$ cat config.mk
export PLATFORM = sky130hd
export DESIGN_NAME = mc_input_req_fifo
export DESIGN_NICKNAME = d
export VERILOG_FILES = /design/src/rtl/mc_input_req_fifo.sv
export SDC_FILE = /design/constraint.sdc
export NUM_CORES = 1
export LEC_CHECK = 0
export ABC_AREA = 1
export CORE_AREA = 3 3 246 248
export DETAILED_ROUTE_END_ITERATION = 7
export DIE_AREA = 0 0 249 251
export PLACE_DENSITY = 0.8
export REMOVE_ABC_BUFFERS = 1
export SLEW_MARGIN = 20
export SYNTH_ARGS = -nofsm -noshare
export SYNTH_HDL_FRONTEND = slang
export SYNTH_SLANG_ARGS = --single-unit
$ cat constraint.sdc
create_clock -name clk -period 2.2 [get_ports clk]
set_input_delay 0.66 -clock clk [delete_from_list [all_inputs] [get_ports clk]]
set_output_delay 0.66 -clock clk [all_outputs]
set_load 0.01 [all_outputs]
$ cat src/rtl/mc_input_req_fifo.sv
// System request buffer feeding the memory-controller decoder: first-word-fall-through
// FIFO with early busy back-pressure. Optional stored parity check: MC_INFIFO_PARITY_EN.
module mc_input_req_fifo #(
   parameter int ADDR_W      = 32,
   parameter int DATA_W      = 64,
   parameter int DEPTH       = 8,
   parameter int BUSY_MARGIN = 2
) (
   input  logic                     clk,
   input  logic                     reset,
   input  logic                     sys__mc__dram_req,
   input  logic                     sys__mc__dram_rdwr,
   input  logic [ADDR_W-1:0]        sys__mc__dram_addr,
   input  logic [DATA_W-1:0]        sys__mc__dram_wr_data,
   input  logic                     input_fifo_read,
   output logic                     input_fifo_read_rdwr,
   output logic [ADDR_W-1:0]        input_fifo_read_addr,
   output logic [DATA_W-1:0]        input_fifo_read_wr_data,
   output logic                     input_fifo_empty,
   output logic                     mc__sys__dram_busy,
   output logic [$clog2(DEPTH):0]   input_fifo_count,
   output logic                     input_fifo_overflow,
   output logic                     input_fifo_underflow,
   output logic                     input_fifo_parity_err
);

   localparam int PW = $clog2(DEPTH);
   localparam int CW = PW + 1;
   localparam logic [CW-1:0] FULL_CNT = CW'(DEPTH);
   localparam logic [CW-1:0] BUSY_CNT = CW'(DEPTH - BUSY_MARGIN);

   function automatic logic even_par(input logic rdwr,
                                     input logic [ADDR_W-1:0] addr,
                                     input logic [DATA_W-1:0] data);
      return ^{rdwr, addr, data};
   endfunction

   logic              rdwr_mem [DEPTH];
   logic [ADDR_W-1:0] addr_mem [DEPTH];
   logic [DATA_W-1:0] data_mem [DEPTH];

   logic [PW-1:0] wp, rp;
   logic [CW-1:0] count, count_nxt;
   logic          push, pop;

   // A pop frees a slot in the same cycle, so a full FIFO still accepts push+pop.
   always_comb begin
      pop       = input_fifo_read && (count != '0);
      push      = sys__mc__dram_req && ((count != FULL_CNT) || pop);
      count_nxt = count;
      case ({push, pop})
         2'b10:   count_nxt = count + CW'(1);
         2'b01:   count_nxt = count - CW'(1);
         default: count_nxt = count;
      endcase
   end

   always_ff @(posedge clk or negedge reset) begin
      if (!reset) begin
         wp                   <= '0;
         rp                   <= '0;
         count                <= '0;
         mc__sys__dram_busy   <= 1'b0;
         input_fifo_overflow  <= 1'b0;
         input_fifo_underflow <= 1'b0;
      end else begin
         if (push) wp <= wp + PW'(1);
         if (pop)  rp <= rp + PW'(1);
         count              <= count_nxt;
         mc__sys__dram_busy <= (count_nxt >= BUSY_CNT);
         if (sys__mc__dram_req && !push)
            input_fifo_overflow <= 1'b1;
         if (input_fifo_read && (count == '0))
            input_fifo_underflow <= 1'b1;
      end
   end

   always_ff @(posedge clk or negedge reset) begin
      if (!reset) begin
         for (int i = 0; i < DEPTH; i++) begin
            rdwr_mem[i] <= 1'b0;
            addr_mem[i] <= '0;
            data_mem[i] <= '0;
         end
      end else if (push) begin
         rdwr_mem[wp] <= sys__mc__dram_rdwr;
         addr_mem[wp] <= sys__mc__dram_addr;
         data_mem[wp] <= sys__mc__dram_wr_data;
      end
   end

   assign input_fifo_read_rdwr    = rdwr_mem[rp];
   assign input_fifo_read_addr    = addr_mem[rp];
   assign input_fifo_read_wr_data = data_mem[rp];
   assign input_fifo_empty        = (count == '0);
   assign input_fifo_count        = count;

`ifdef MC_INFIFO_PARITY_EN
   logic par_mem [DEPTH];
   logic par_err;

   // Parity is recomputed from the head outputs so the check covers the read mux too.
   always_ff @(posedge clk or negedge reset) begin
      if (!reset) begin
         for (int i = 0; i < DEPTH; i++) par_mem[i] <= 1'b0;
         par_err <= 1'b0;
      end else begin
         if (push)
            par_mem[wp] <= even_par(sys__mc__dram_rdwr, sys__mc__dram_addr,
                                    sys__mc__dram_wr_data);
         if (pop && (par_mem[rp] != even_par(input_fifo_read_rdwr, input_fifo_read_addr,
                                             input_fifo_read_wr_data)))
            par_err <= 1'b1;
      end
   end

   assign input_fifo_parity_err = par_err;
`else
   assign input_fifo_parity_err = 1'b0;
`endif

endmodule

==> summary.md <==
| Metric | Value |
|---|---|
| Detailed Routing Iterations Pass 1 | `6` |
| PnR worst setup slack | `-798 ps` |
| Max FO, Critical Path | `8` |
| Hold_ws | `456 ps` |
| Synth Area in XOR/XNOR | `0.151%` |
| Reg-to-reg endpoint | `addr_mem[115]` |
| ANT cells | `0` |
| Main combinational cell family by area after synthesis | `compound AO/OA/AOI/OAI gates` |
| Max-slew headroom | `66.2%` |
| RSZ-0062 raised after global routing | `yes` |
| Delay-heaviest family, CP | `buffers and inverters` |
| Via Count | `29,800` |
| Initial Util | `59.5%` |
| Post-synthesis cell area | `34,900 sq um` |
| Worst Reg-to-Reg Cells | `10` |
| Final nets | `4,221` |
| CTS Buffer Depth | `3` |
| Top Ports | `207` |
| Die Y | `251 um` |
| Slew Limit Fails | `0` |
| Max-cap violations | `0` |
| Final core utilization | `74.2%` |
| Final ANT Viol Nets | `0` |
| Worst reg2reg startpoint | `input_fifo_count[0]` |
| Num rows | `89` |
| Layout area overhead | `24.8%` |
| Global Route Usage Sum | `30.4%` |
| Layout cells sized above 1 | `15.3%` |
| Final worst path period need | `3000 ps` |
| Crit path arrival time | `2340 ps` |
| Critical path's slowest cell | `dfrtp_4` |
| Antenna violations before repair | `2` |
| Routability cong. | `0.795` |
| HPWL after detailed placement | `54,800 um` |
| Synth Flop Type | `dfrtp_1` |
| CP Capture Type | `output pin` |
| Vias per inst | `6.01` |
| Final setup viols | `97` |
| Kind of critical path | `register to output pin` |
| Post-synth ARST share | `100%` |
| First-pass GRT wire length | `155,000 um` |
| Total CTS buffers | `81` |
| Initial DRC Count | `3,080` |
| Worst hold stages | `1` |
| Detailed Route WL | `98,500 um` |
| Fmax | `0.334 GHz` |
| Clk slew on worst S/H paths | `60 ps` |
| Pre-CTS WS | `-466 ps` |
| WHS Endpoint | `input_fifo_underflow` |
| Finished Cell Area | `43,600 sq um` |
| LEAKAGE | `20.9 nW` |
| Cell count after synthesis | `3,892` |
| Yosys cell types | `30` |
| Fraction of the mapped netlist area in adder cells | `0.179%` |
| CP required | `1540 ps` |
| DRC viols | `0` |
| Worst Skew | `21.5 ps` |
| Mux cell area share after synthesis | `5.56%` |
| Synthesized area per cell | `8.97 sq um` |
| Clk sinks | `789` |
| Worst-path cell chain | `buf_12 > buf_12 > buf_6 > buf_12 > mux2i_1 > o22ai_1 > nand2_1 > nand2_2 > buf_6` |
| Peak VDD IR | `0.00116 V` |
| Most frequent CP cell | `buf_12` |
| Vias in the first global route | `29,300` |
| Post-synth EDFFs | `0` |
| Area after DPL | `38,900 sq um` |
| R2R Setup Slk | `140 ps` |
| Status | `complete, but fails checks` |
| CTS root buf | `clkbuf_16` |
| Remaining global-route overflow | `0` |
| Worst min-delay path category | `register to register` |
| Core area | `58,700 sq um` |
| Buf+Inv Stages, Crit Path | `5` |
| Simple-gate share of the synthesized area | `14.4%` |
| Failing checks | `setup timing` |
| Hold path start | `input_fifo_underflow` |
| Post-synthesis sequential area ratio | `56.6%` |
| Tcrit/Tclk final | `136%` |
| Die Width | `249 um` |
| Crit path largest cell delay | `490 ps` |
| H-tree depth | `3` |
| Pwr/cell area | `1690 nW/um^2` |
| CTS tree | `built` |
| IO buf count | `205` |
| DR WL/cell | `19.9 um` |
| Worst Setup Start Kind | `register` |
| Synth Area in Compound Gates | `17.5%` |
| Yosys warnings | `0` |
| Worst Max-Slew Pin Slew | `507 ps` |
| Flops & latches, synth | `789` |
| DIE AREA | `62,500 sq um` |
| Tot Pwr | `73.6 mW` |
| Final Hold Fails | `0` |
| Largest net degree at the start of global routing | `80` |
| Worst-skew pair later-pin latency | `620 ps` |
[power breakdown]
part | switching (mW) | leakage, nW | internal [mW] | total [mW]
Sequential | 3.92 | 9.95 | 21.0 | 24.9
Clock | 5.77 | 1.37 | 8.56 | 14.3
Combinational | 18.7 | 9.58 | 15.7 | 34.3
Total | 28.4 | 20.9 | 45.2 | 73.6
[state kept, by name, indices dropped and copies added, names as in the netlist]
register,count
rp,3
wp,3
input_fifo_underflow,1
data_mem,512
rdwr_mem,8
mc__sys__dram_busy,1
input_fifo_overflow,1
input_fifo_count,4
addr_mem,256
[metrics by stage]
| stage | setup TNS [ps] | std cells |
|---|---|---|
| floorplan | -1698190 | 3594 |
| global placement | -204590 | 4745 |
| detailed placement | -226070 | 4745 |
| CTS | -69060 | 4933 |
| global route | -72690 | 4948 |
| finish | -64060 | 4948 |
[cells in the final DEF, fill, tap and decap left out, types with 96 or more instances in the layout]
master | synthesis | routed
o22ai_1 | 194 | 172
dfrtp_1 | 789 | 785
clkdlybuf4s50_1 | 0 | 100
buf_12 | 0 | 101
clkbuf_16 | 0 | 96
nand2_1 | 1093 | 1045
mux2i_1 | 194 | 169
o21ai_0 | 926 | 799
nor2_1 | 205 | 165
o21ai_1 | 46 | 148
inv_1 | 111 | 109
[routing by layer]
layer | global-route usage, % | vias up | wire length (um)
met3 | 5.55 | 260 | 7740
met1 | 41.6 | 14700 | 40200
met5 | 0 | - | 29
met4 | 10.6 | 4 | 3110
li1 | - | 13500 | -
met2 | 49.5 | 1319 | 47400
[layout make-up]
cell class,count,area [sq um]
clock buffer,123,2470
clock inverter,20,303
fill,3948,15100
inverter,114,447
multi-input combinational,2691,13900
sequential,789,19800
tap,773,967
timing repair buffer,437,5690
timing repair inverter,1,16.3
[worst max path at each step]
stage / start / end / slack, ps / cells after the start
global placement: rp[0] / input_fifo_read_wr_data[17] / -430 / 7
finish: rp[0] / input_fifo_read_addr[20] / -800 / 9
global route: rp[0] / input_fifo_read_addr[20] / -910 / 9
floorplan: rp[0] / input_fifo_read_addr[0] / -14510 / 5
detailed placement: rp[0] / input_fifo_read_wr_data[40] / -470 / 7
CTS: rp[0] / input_fifo_read_wr_data[24] / -810 / 8
[what timing repair did]
item | CTS | global route
buffers inserted | 24 | 12
setup endpoints to repair | 104 | 106
gates cloned | 20 | 12
hold buffers | 1 | 0
resized for setup | 586 | 235
pin swaps | 47 | 129
hold endpoints to repair | 8 | 0
[kinds of logic (layout without fill, tap and decap cells)]
logic type      count (synthesis)  count (layout)
xor+xnor                        6               6
fa+ha+maj                       5               5
other cells                     1               1
buf+inv                       412             695
simple gates                 1316            1316
flops                         789             789
mux                           194             194
compound gates               1169            1169
[cells in the mapped netlist, types with 5 or more instances]
cell type / number / share of area (%)
clkbuf_1: 105 / 1.1
nor2_1: 205 / 2.2
o21ai_0: 926 / 13
nand3_1: 7 / 0.10
buf_4: 64 / 1.4
mux2i_1: 194 / 5.6
o22ai_1: 194 / 3.5
nand2_4: 7 / 0.23
ha_1: 5 / 0.18
dfrtp_1: 789 / 57
buf_6: 9 / 0.29
nand2_1: 1093 / 12
o21ai_1: 46 / 0.66
buf_2: 98 / 1.4
buf_1: 20 / 0.22
inv_1: 111 / 1.2
(Power assumes the default switching activity.)
